==> config.mk <==
export PLATFORM = sky130hd
export DESIGN_NAME = input_debounce_flat
export DESIGN_NICKNAME = d
export VERILOG_FILES = /design/src/rtl/input_debounce_if.sv /design/src/rtl/input_debounce.sv /design/src/flat_wrapper.sv
export SDC_FILE = /design/constraint.sdc
export NUM_CORES = 1
export LEC_CHECK = 0
export ABC_AREA = 1
export CAP_MARGIN = 20
export CELL_PAD_IN_SITES_DETAIL_PLACEMENT = 0
export CELL_PAD_IN_SITES_GLOBAL_PLACEMENT = 1
export CORE_ASPECT_RATIO = 0.75
export CORE_MARGIN = 1.5
export CORE_UTILIZATION = 45
export DETAILED_ROUTE_END_ITERATION = 8
export PLACE_DENSITY = 0.9
export REMOVE_ABC_BUFFERS = 1
export SYNTH_ARGS = -nofsm -noshare
export SYNTH_HDL_FRONTEND = slang
export SYNTH_SLANG_ARGS = --single-unit
==> constraint.sdc <==
create_clock -name clk_i -period 2.3 [get_ports clk_i]
set_input_delay 0.46 -clock clk_i [delete_from_list [all_inputs] [get_ports clk_i]]
set_output_delay 0.46 -clock clk_i [all_outputs]
set_load 0.05 [all_outputs]
==> src/rtl/input_debounce_if.sv <==
// ---------------------------------------------------------------------------
// input_debounce_if
//   Bundle between the board-side raw button/switch lines and the application
//   logic that consumes the cleaned-up versions.
//
//   raw_i      active-high raw inputs (asynchronous, may bounce)
//   level_o    debounced level per bit
//   press_o    one-cycle pulse on debounced 0->1
//   release_o  one-cycle pulse on debounced 1->0
//   repeat_o   one-cycle auto-repeat pulse while a bit is held high
//
//   master : the side that supplies raw_i and consumes the results
//   slave  : the debouncer itself
// ---------------------------------------------------------------------------
interface input_debounce_if #(
   parameter int WIDTH = 8
);
   logic [WIDTH-1:0] raw_i;
   logic [WIDTH-1:0] level_o;
   logic [WIDTH-1:0] press_o;
   logic [WIDTH-1:0] release_o;
   logic [WIDTH-1:0] repeat_o;

   modport master (
      output raw_i,
      input  level_o,
      input  press_o,
      input  release_o,
      input  repeat_o
   );

   modport slave (
      input  raw_i,
      output level_o,
      output press_o,
      output release_o,
      output repeat_o
   );
endinterface

==> src/rtl/input_debounce.sv <==
// ---------------------------------------------------------------------------
// input_debounce
//   Per-bit synchroniser + debouncer + edge pulses + auto-repeat for the
//   board's buttons and switches. Every bit is an independent copy of the
//   same logic; there is no interaction between bits.
//
//   clk_i  system clock (single domain)
//   rst_i  synchronous, active-high reset
//   bus    input_debounce_if.slave: raw_i in; level_o, press_o, release_o,
//          repeat_o out
//
//   Parameters:
//   WIDTH            number of input bits
//   DEBOUNCE_CYCLES  consecutive disagreeing cycles before the level flips (>=1)
//   REPEAT_DELAY     cycles from press pulse to first repeat pulse (0 = off)
//   REPEAT_PERIOD    cycles between later repeat pulses (>=1)
// ---------------------------------------------------------------------------
module input_debounce #(
   parameter int WIDTH           = 8,
   parameter int DEBOUNCE_CYCLES = 270000,
   parameter int REPEAT_DELAY    = 13500000,
   parameter int REPEAT_PERIOD   = 2700000
) (
   input  logic            clk_i,
   input  logic            rst_i,
   input_debounce_if.slave bus
);

   localparam int DB_W = $clog2(DEBOUNCE_CYCLES + 1);
   localparam logic [DB_W-1:0] DB_LAST = DB_W'(DEBOUNCE_CYCLES - 1);

   localparam int RP_MAX = (REPEAT_DELAY > REPEAT_PERIOD) ? REPEAT_DELAY : REPEAT_PERIOD;
   localparam int RP_W   = $clog2(RP_MAX + 1);
   localparam logic [RP_W-1:0] RP_DELAY_C  = RP_W'(REPEAT_DELAY);
   localparam logic [RP_W-1:0] RP_PERIOD_C = RP_W'(REPEAT_PERIOD);

   // Repeat phase encoding
   localparam logic [0:0] PH_DELAY  = 1'b0;
   localparam logic [0:0] PH_PERIOD = 1'b1;

   logic [WIDTH-1:0] level_vec;
   logic [WIDTH-1:0] press_vec;
   logic [WIDTH-1:0] release_vec;
   logic [WIDTH-1:0] repeat_vec;

   for (genvar gi = 0; gi < WIDTH; gi++) begin : g_bit
      logic            sync1_reg;
      logic            sync2_reg;
      logic            level_reg;
      logic            press_reg;
      logic            release_reg;
      logic [DB_W-1:0] db_cnt_reg;
      logic            flip;
      logic            rise;
      logic            fall;

      // The level flips on the edge where the disagreement has lasted the
      // full debounce window; press/release are registered on that same
      // edge so they line up with the new level_o value.
      assign flip = (sync2_reg != level_reg) && (db_cnt_reg == DB_LAST);
      assign rise = flip && sync2_reg;
      assign fall = flip && !sync2_reg;

      always_ff @(posedge clk_i) begin
         if (rst_i) begin
            sync1_reg   <= 1'b0;
            sync2_reg   <= 1'b0;
            level_reg   <= 1'b0;
            press_reg   <= 1'b0;
            release_reg <= 1'b0;
            db_cnt_reg  <= '0;
         end else begin
            sync1_reg   <= bus.raw_i[gi];
            sync2_reg   <= sync1_reg;
            press_reg   <= rise;
            release_reg <= fall;
            if (sync2_reg == level_reg) begin
               db_cnt_reg <= '0;
            end else if (flip) begin
               level_reg  <= sync2_reg;
               db_cnt_reg <= '0;
            end else begin
               db_cnt_reg <= db_cnt_reg + DB_W'(1);
            end
         end
      end

      assign level_vec[gi]   = level_reg;
      assign press_vec[gi]   = press_reg;
      assign release_vec[gi] = release_reg;

      if (REPEAT_DELAY > 0) begin : g_rep
         logic [RP_W-1:0] rp_cnt_reg;
         logic [0:0]      phase_reg;
         logic            repeat_reg;

         // The counter is loaded with 1 on the press edge, so reaching the
         // compare value N means exactly N cycles have elapsed since the
         // press (or since the previous repeat pulse).
         always_ff @(posedge clk_i) begin
            if (rst_i) begin
               rp_cnt_reg <= '0;
               phase_reg  <= PH_DELAY;
               repeat_reg <= 1'b0;
            end else if (rise) begin
               rp_cnt_reg <= RP_W'(1);
               phase_reg  <= PH_DELAY;
               repeat_reg <= 1'b0;
            end else if (fall || !level_reg) begin
               rp_cnt_reg <= '0;
               phase_reg  <= PH_DELAY;
               repeat_reg <= 1'b0;
            end else if (phase_reg == PH_DELAY && rp_cnt_reg == RP_DELAY_C) begin
               rp_cnt_reg <= RP_W'(1);
               phase_reg  <= PH_PERIOD;
               repeat_reg <= 1'b1;
            end else if (phase_reg == PH_PERIOD && rp_cnt_reg == RP_PERIOD_C) begin
               rp_cnt_reg <= RP_W'(1);
               repeat_reg <= 1'b1;
            end else begin
               rp_cnt_reg <= rp_cnt_reg + RP_W'(1);
               repeat_reg <= 1'b0;
            end
         end

         assign repeat_vec[gi] = repeat_reg;
      end else begin : g_norep
         assign repeat_vec[gi] = 1'b0;
      end
   end

   assign bus.level_o   = level_vec;
   assign bus.press_o   = press_vec;
   assign bus.release_o = release_vec;
   assign bus.repeat_o  = repeat_vec;

endmodule

==> src/flat_wrapper.sv <==
// flat-port wrapper written by rule: the top's interface ports become plain ports
module input_debounce_flat 
#(
   parameter int WIDTH           = 8,
   parameter int DEBOUNCE_CYCLES = 270000,
   parameter int REPEAT_DELAY    = 13500000,
   parameter int REPEAT_PERIOD   = 2700000
)
  (clk_i, rst_i, bus_raw_i, bus_level_o, bus_press_o, bus_release_o, bus_repeat_o);
  input_debounce_if #(.WIDTH(WIDTH)) bus_i ();
  input  logic clk_i;
  input  logic rst_i;
  input wire logic [$bits(bus_i.raw_i)-1:0] bus_raw_i;
  output wire logic [$bits(bus_i.level_o)-1:0] bus_level_o;
  output wire logic [$bits(bus_i.press_o)-1:0] bus_press_o;
  output wire logic [$bits(bus_i.release_o)-1:0] bus_release_o;
  output wire logic [$bits(bus_i.repeat_o)-1:0] bus_repeat_o;
  assign bus_i.raw_i = bus_raw_i;
  assign bus_level_o = bus_i.level_o;
  assign bus_press_o = bus_i.press_o;
  assign bus_release_o = bus_i.release_o;
  assign bus_repeat_o = bus_i.repeat_o;
  input_debounce #(.WIDTH(WIDTH), .DEBOUNCE_CYCLES(DEBOUNCE_CYCLES), .REPEAT_DELAY(REPEAT_DELAY), .REPEAT_PERIOD(REPEAT_PERIOD)) u_core (.clk_i(clk_i), .rst_i(rst_i), .bus(bus_i));
endmodule
* After elaboration in Yosys (flattened, before gate mapping)
Index checks and enable logic that the tools add are counted.
** Storage, ports and cells
- Input bits :: 10
- Output and inout port bits :: 32
- Flip-flop bits (word level) :: 400
** Cells by class
- Reductions and logical operators :: 96
- Add/subtract/negate cells :: 16
- Eq/ne operators :: 40
- Bitwise gates (word level) :: 16
- Muxes and demuxes :: 48
** Operator list (number)
- adder 24 x 1 -> 24 bit (second input constant) :: 8
- == test 24 x 22 -> 1 bit (second input constant) :: 8
- == test 24 bit (second input constant) :: 8
- adder 19 x 1 -> 19 bit (second input constant) :: 8
- == test 19 bit (second input constant) :: 8
- 2-to-1 mux 1 bit :: 48
- OR reduction 3 bit :: 16
- logical AND 1 bit :: 40
- OR reduction 5 bit :: 8
- logical NOT 1 bit :: 16
- inverter 1 bit :: 16
- AND reduction 2 bit :: 8
- == test 1 bit :: 8
- logical OR 1 bit :: 8
- inequality test 1 bit :: 8

* Longest topological paths before layout
- Depth after elaboration :: 6
- Depth in mapped cells :: 11
- Mapped depth without buffers :: 10

* Least setup slack after synthesis
No wires, ideal clock.
- Kind :: reg-to-reg
- From :: register u_core.g_bit[2].db_cnt_reg[0]
- To :: register u_core.g_bit[2].g_rep.rp_cnt_reg[10]
- Path buffers :: 1
- Data arrival time :: 1.459 ns
- Stages on the path, launching flop included :: 10
- Setup slack :: 0.725 ns
- Data required time :: 2.184 ns
- Path through :: dfxtp_1 -> ha_1 -> nand3_1 -> nor2_1 -> nand3_2 -> nand3_2 -> inv_1 -> nand2_2 -> buf_6 -> nor2_1
** Between the ends
- Cells in the longest elaborated chain, start to end :: 5
- Elaborated cells between the ends (all ways) :: 6
- Those cells by class :: eq/ne: 1; reduce/logical: 5
** Ends and longest elaborated chain
- from (decl) :: RTL line input_debounce.sv:52 : logic [DB_W-1:0] db_cnt_reg;
- from (signal assigned) :: RTL line input_debounce.sv:83 : db_cnt_reg <= db_cnt_reg + DB_W'(1);
- == test 19 bit * :: RTL line input_debounce.sv:60 : assign flip = (sync2_reg != level_reg) && (db_cnt_reg == DB_LAST);
- logical AND 1 bit * :: RTL line input_debounce.sv:60
- logical AND 1 bit :: RTL line input_debounce.sv:62 : assign fall = flip && !sync2_reg;
- logical OR 1 bit :: RTL line input_debounce.sv:109 : end else if (fall || !level_reg) begin
- OR reduction 5 bit (no line) *
- to (signal assigned) :: RTL line input_debounce.sv:121 : rp_cnt_reg <= rp_cnt_reg + RP_W'(1);
- to (decl) :: RTL line input_debounce.sv:93 : logic [RP_W-1:0] rp_cnt_reg;
Every way passes the cells marked *; elsewhere a longest branch is shown, timed or not.
A chain may end at the register's enable or synchronous reset.

* Final worst setup path
- From :: register u_core.g_bit[5].level_reg
- To :: output port bus_level_o[5]
** RTL lines
- from (decl) :: RTL line input_debounce.sv:49 : logic level_reg;
- from (signal assigned) :: RTL line input_debounce.sv:80 : level_reg <= sync2_reg;
- to (decl) :: RTL line flat_wrapper.sv:14 : output wire logic [$bits(bus_i.level_o)-1:0] bus_level_o;
No word-level cell between the ends.

==> impl_metrics.tcl <==
set metrics [dict create \
    net-switching-power_mw 3.02 \
    setup.worst_path.class "register to primary output" \
    worst_tran_pin_value_ns 0.531 \
    post-route-drc-count 0 \
    outcome "finished clean" \
    max_slew_margin_pct 64.5 \
    dr.pass1.iters 5 \
    dieHeight_um 191 \
    insertion_delay_ns 0.56 \
    postLayoutCoreUtil_pct 50.6 \
    first_global_vias 17600 \
    boundaryPins 42 \
    min_period_over_period_pct 97.0 \
    design.die.area_mm2 0.0485 \
    power_report.internal_total_mw 11.2 \
    final.min_clock_period_ns 2.23 \
    worst_slack_ns 0.0690 \
    synth_edf_count 0 \
    critical_path.n_buffers_inverters 1 \
    synthCells 3206 \
    power_density_mw_per_mm2 606 \
    synth.yosys.seq_area_share_pct 37.8 \
    post_synth_main_area_contributors "dfxtp_1, nand2_1, nor2_1" \
    globalRouteOverflowTotal 0 \
    leading_area_contributor_after_synthesis "dfxtp_1" \
    synth.cells.most_frequent "nand2_1, nor2_1, inv_1" \
    synth.avg_cell_area_um2 6.61 \
    maximum_single_stage_delay_on_the_critical_path_ns 0.83 \
    crit_slowest_cell "clkdlybuf4s50_1" \
    chipWidth_um 254 \
    layout_cell_share_with_drive_strength_beyond_1_pct 5.44 \
    vdd_drop_max_mv 0.588 \
    final_nets 3271 \
    crit_path_max_fanout 3 \
    number_of_antenna_violations_at_the_first_check_in_global_routing 0 \
    postRouteWirelength_um 47700 \
    timing.critical_path.required_ns 1.84 \
    critical_path.top_delay_family "buffers and inverters" \
    post-place-cells 3822 \
    track_usage_pct 20.0 \
    area_delta_synth_final_pct 10.5 \
    holdCritPathClass "primary input to register" \
    hpwlAfterDp_um 35100 \
    post_cts_hold_buffer_count 0 \
    cts_buffer_depth 3 \
    postSynth.topFlopCell "dfxtp_1" \
    postRouteAntennaNets 0 \
    dr_total_vias 18900 \
    power.clock.fraction_pct 50.3 \
    rsz0062_at_grt "no" \
    seq_power_share_pct 49.0 \
    synth.lib_cells_used.distinct 38 \
    io_buffers 41 \
    largest_register_ff_count 192 \
    switching_share_pct 21.2 \
    placementRows 68 \
    clk_transition_reported_paths_ns 0.06 \
    grt_pass1_wl_um 82600 \
    place_worst_setup_slack_ns 0.320 \
    finalMaxSlewViolations 0 \
    setup_tns_ns 0 \
    worst_clock_skew_ns 0.0192 \
    stdcell_count 3901 \
    worst_ep_arrival_time_ns 1.77 \
    async_flop_share_pct 0 \
    crit_path_end_kind "primary output" \
    detail_route.iter0.violations 1229 \
    achievable_freq_mhz 448 \
    drv.max_cap_violation_count 0 \
    fp.coreArea_mm2 0.0463 \
    cts_inserted_buffers 43 \
    p_leak_nw 7.81 \
    grt_start_max_net_pins 29 \
    setup_viol 0 \
    route.detailed.wl_per_inst_um 12.2 \
    place.gp.congestion 0.898 \
    hold_viol_final 0 \
    critical_path.cell_chain "clkdlybuf4s50_1" \
    final.hold.worst_slack_ns 0.320 \
    start_util_pct 45.8 \
    routed_via_density 4.84 \
    clockRootBuffer "clkbuf_16" \
    antennaDiodeCount 0 \
    clock_tree.htree_level_count 2 \
    cp-start-kind "register" \
    yosys_warnings 0 \
    combinational_power_share_pct 0.7 \
    synth-seq-cells 400 \
    post-synth-top-area-fraction_pct 37.8 \
    cts_sinks 400 \
    syn_std_cell_area_mm2 0.0212 \
    cts_tree "yes" \
    most_frequent_cell_after_synthesis "nand2_1" \
]
[worst paths after layout]
path	from	to	slack, ns	cells after the start
hold reg to reg	u_core.g_bit[4].sync1_reg	u_core.g_bit[4].sync2_reg	0.40	2
setup / recovery	u_core.g_bit[5].level_reg	bus_level_o[5]	0.07	1
hold / removal	rst_i	u_core.g_bit[1].g_rep.phase_reg	0.32	4
setup reg to reg	u_core.g_bit[2].db_cnt_reg[0]	u_core.g_bit[2].g_rep.rp_cnt_reg[2]	0.31	8
[final cells by class]
| cell class | count | area [µm²] |
|---|---|---|
| Tap cell | 630 | 788 |
| Timing Repair Buffer | 47 | 460 |
| Fill cell | 4681 | 22900 |
| Inverter | 427 | 1600 |
| Clock buffer | 56 | 1220 |
| Multi-Input combinational cell | 2318 | 11100 |
| Sequential cell | 400 | 8010 |
| Clock inverter | 23 | 243 |
[metrics by stage]
| stage | power [mW] | area [µm²] |
|---|---|---|
| 4_1_cts | 14.4 | 23400 |
| 3_3_place_gp | 7.21 | 22000 |
| 2_1_floorplan | 7.15 | 20700 |
| 6_report | 14.2 | 23400 |
| 3_5_place_dp | 7.21 | 22000 |
| 5_1_grt | 14.7 | 23400 |
[cell usage in the layout, fill, tap and decap left out, types with 18 or more instances in the layout]
master / count
clkdlybuf4s50_1: 35
o21ai_0: 25
dfxtp_1: 400
nor3_1: 78
nand3b_1: 24
nor2_2: 23
ha_1: 24
a21oi_1: 74
clkbuf_16: 45
nand4_1: 74
nand3_2: 18
nand2_1: 764
xnor2_1: 56
xor2_1: 129
nand3_1: 202
nor2_1: 751
inv_1: 423
[power by group through the flow]
stage                     Clock, mW  Sequential (mW)  Combinational [mW]
after floorplan                   0             7.11              0.0465
after global placement            0             7.11              0.0967
after detailed placement          0             7.11              0.0989
after CTS                      7.37             6.96              0.0996
after global routing           7.64             6.95               0.108
final                          7.14             6.96              0.0972
[layer usage]
metal | track usage (%) | part of all wire [%] | vias up
met5 | 0 | 0 | -
met1 | 29.1 | 51 | 8493
li1 | - | - | 9939
met2 | 31.1 | 42 | 383
met4 | 5.04 | 2.0 | 0
met3 | 2.93 | 4.7 | 65
[what timing repair did]
action | in CTS | in global routing
setup buffers | 0 | 0
gates resized for setup | 4 | 1
endpoints found under the setup margin | 4 | 1
[cells by family after synthesis]
| family | after synthesis | share of synthesized area (%) |
|---|---|---|
| compound gates | 103 | 2.46 |
| fa+ha+maj | 24 | 1.42 |
| buf+inv | 488 | 9.85 |
| flops | 400 | 37.8 |
| simple gates | 2006 | 40.9 |
| xor+xnor | 185 | 7.64 |
[tightest hold or removal path, delay by kind of cell]
family / cells / cell delay (ns)
simple gates: 2 / 0.20
compound gates: 1 / 0.05
buf+inv: 1 / 0.11
Power figures use the tool's default switching activity.
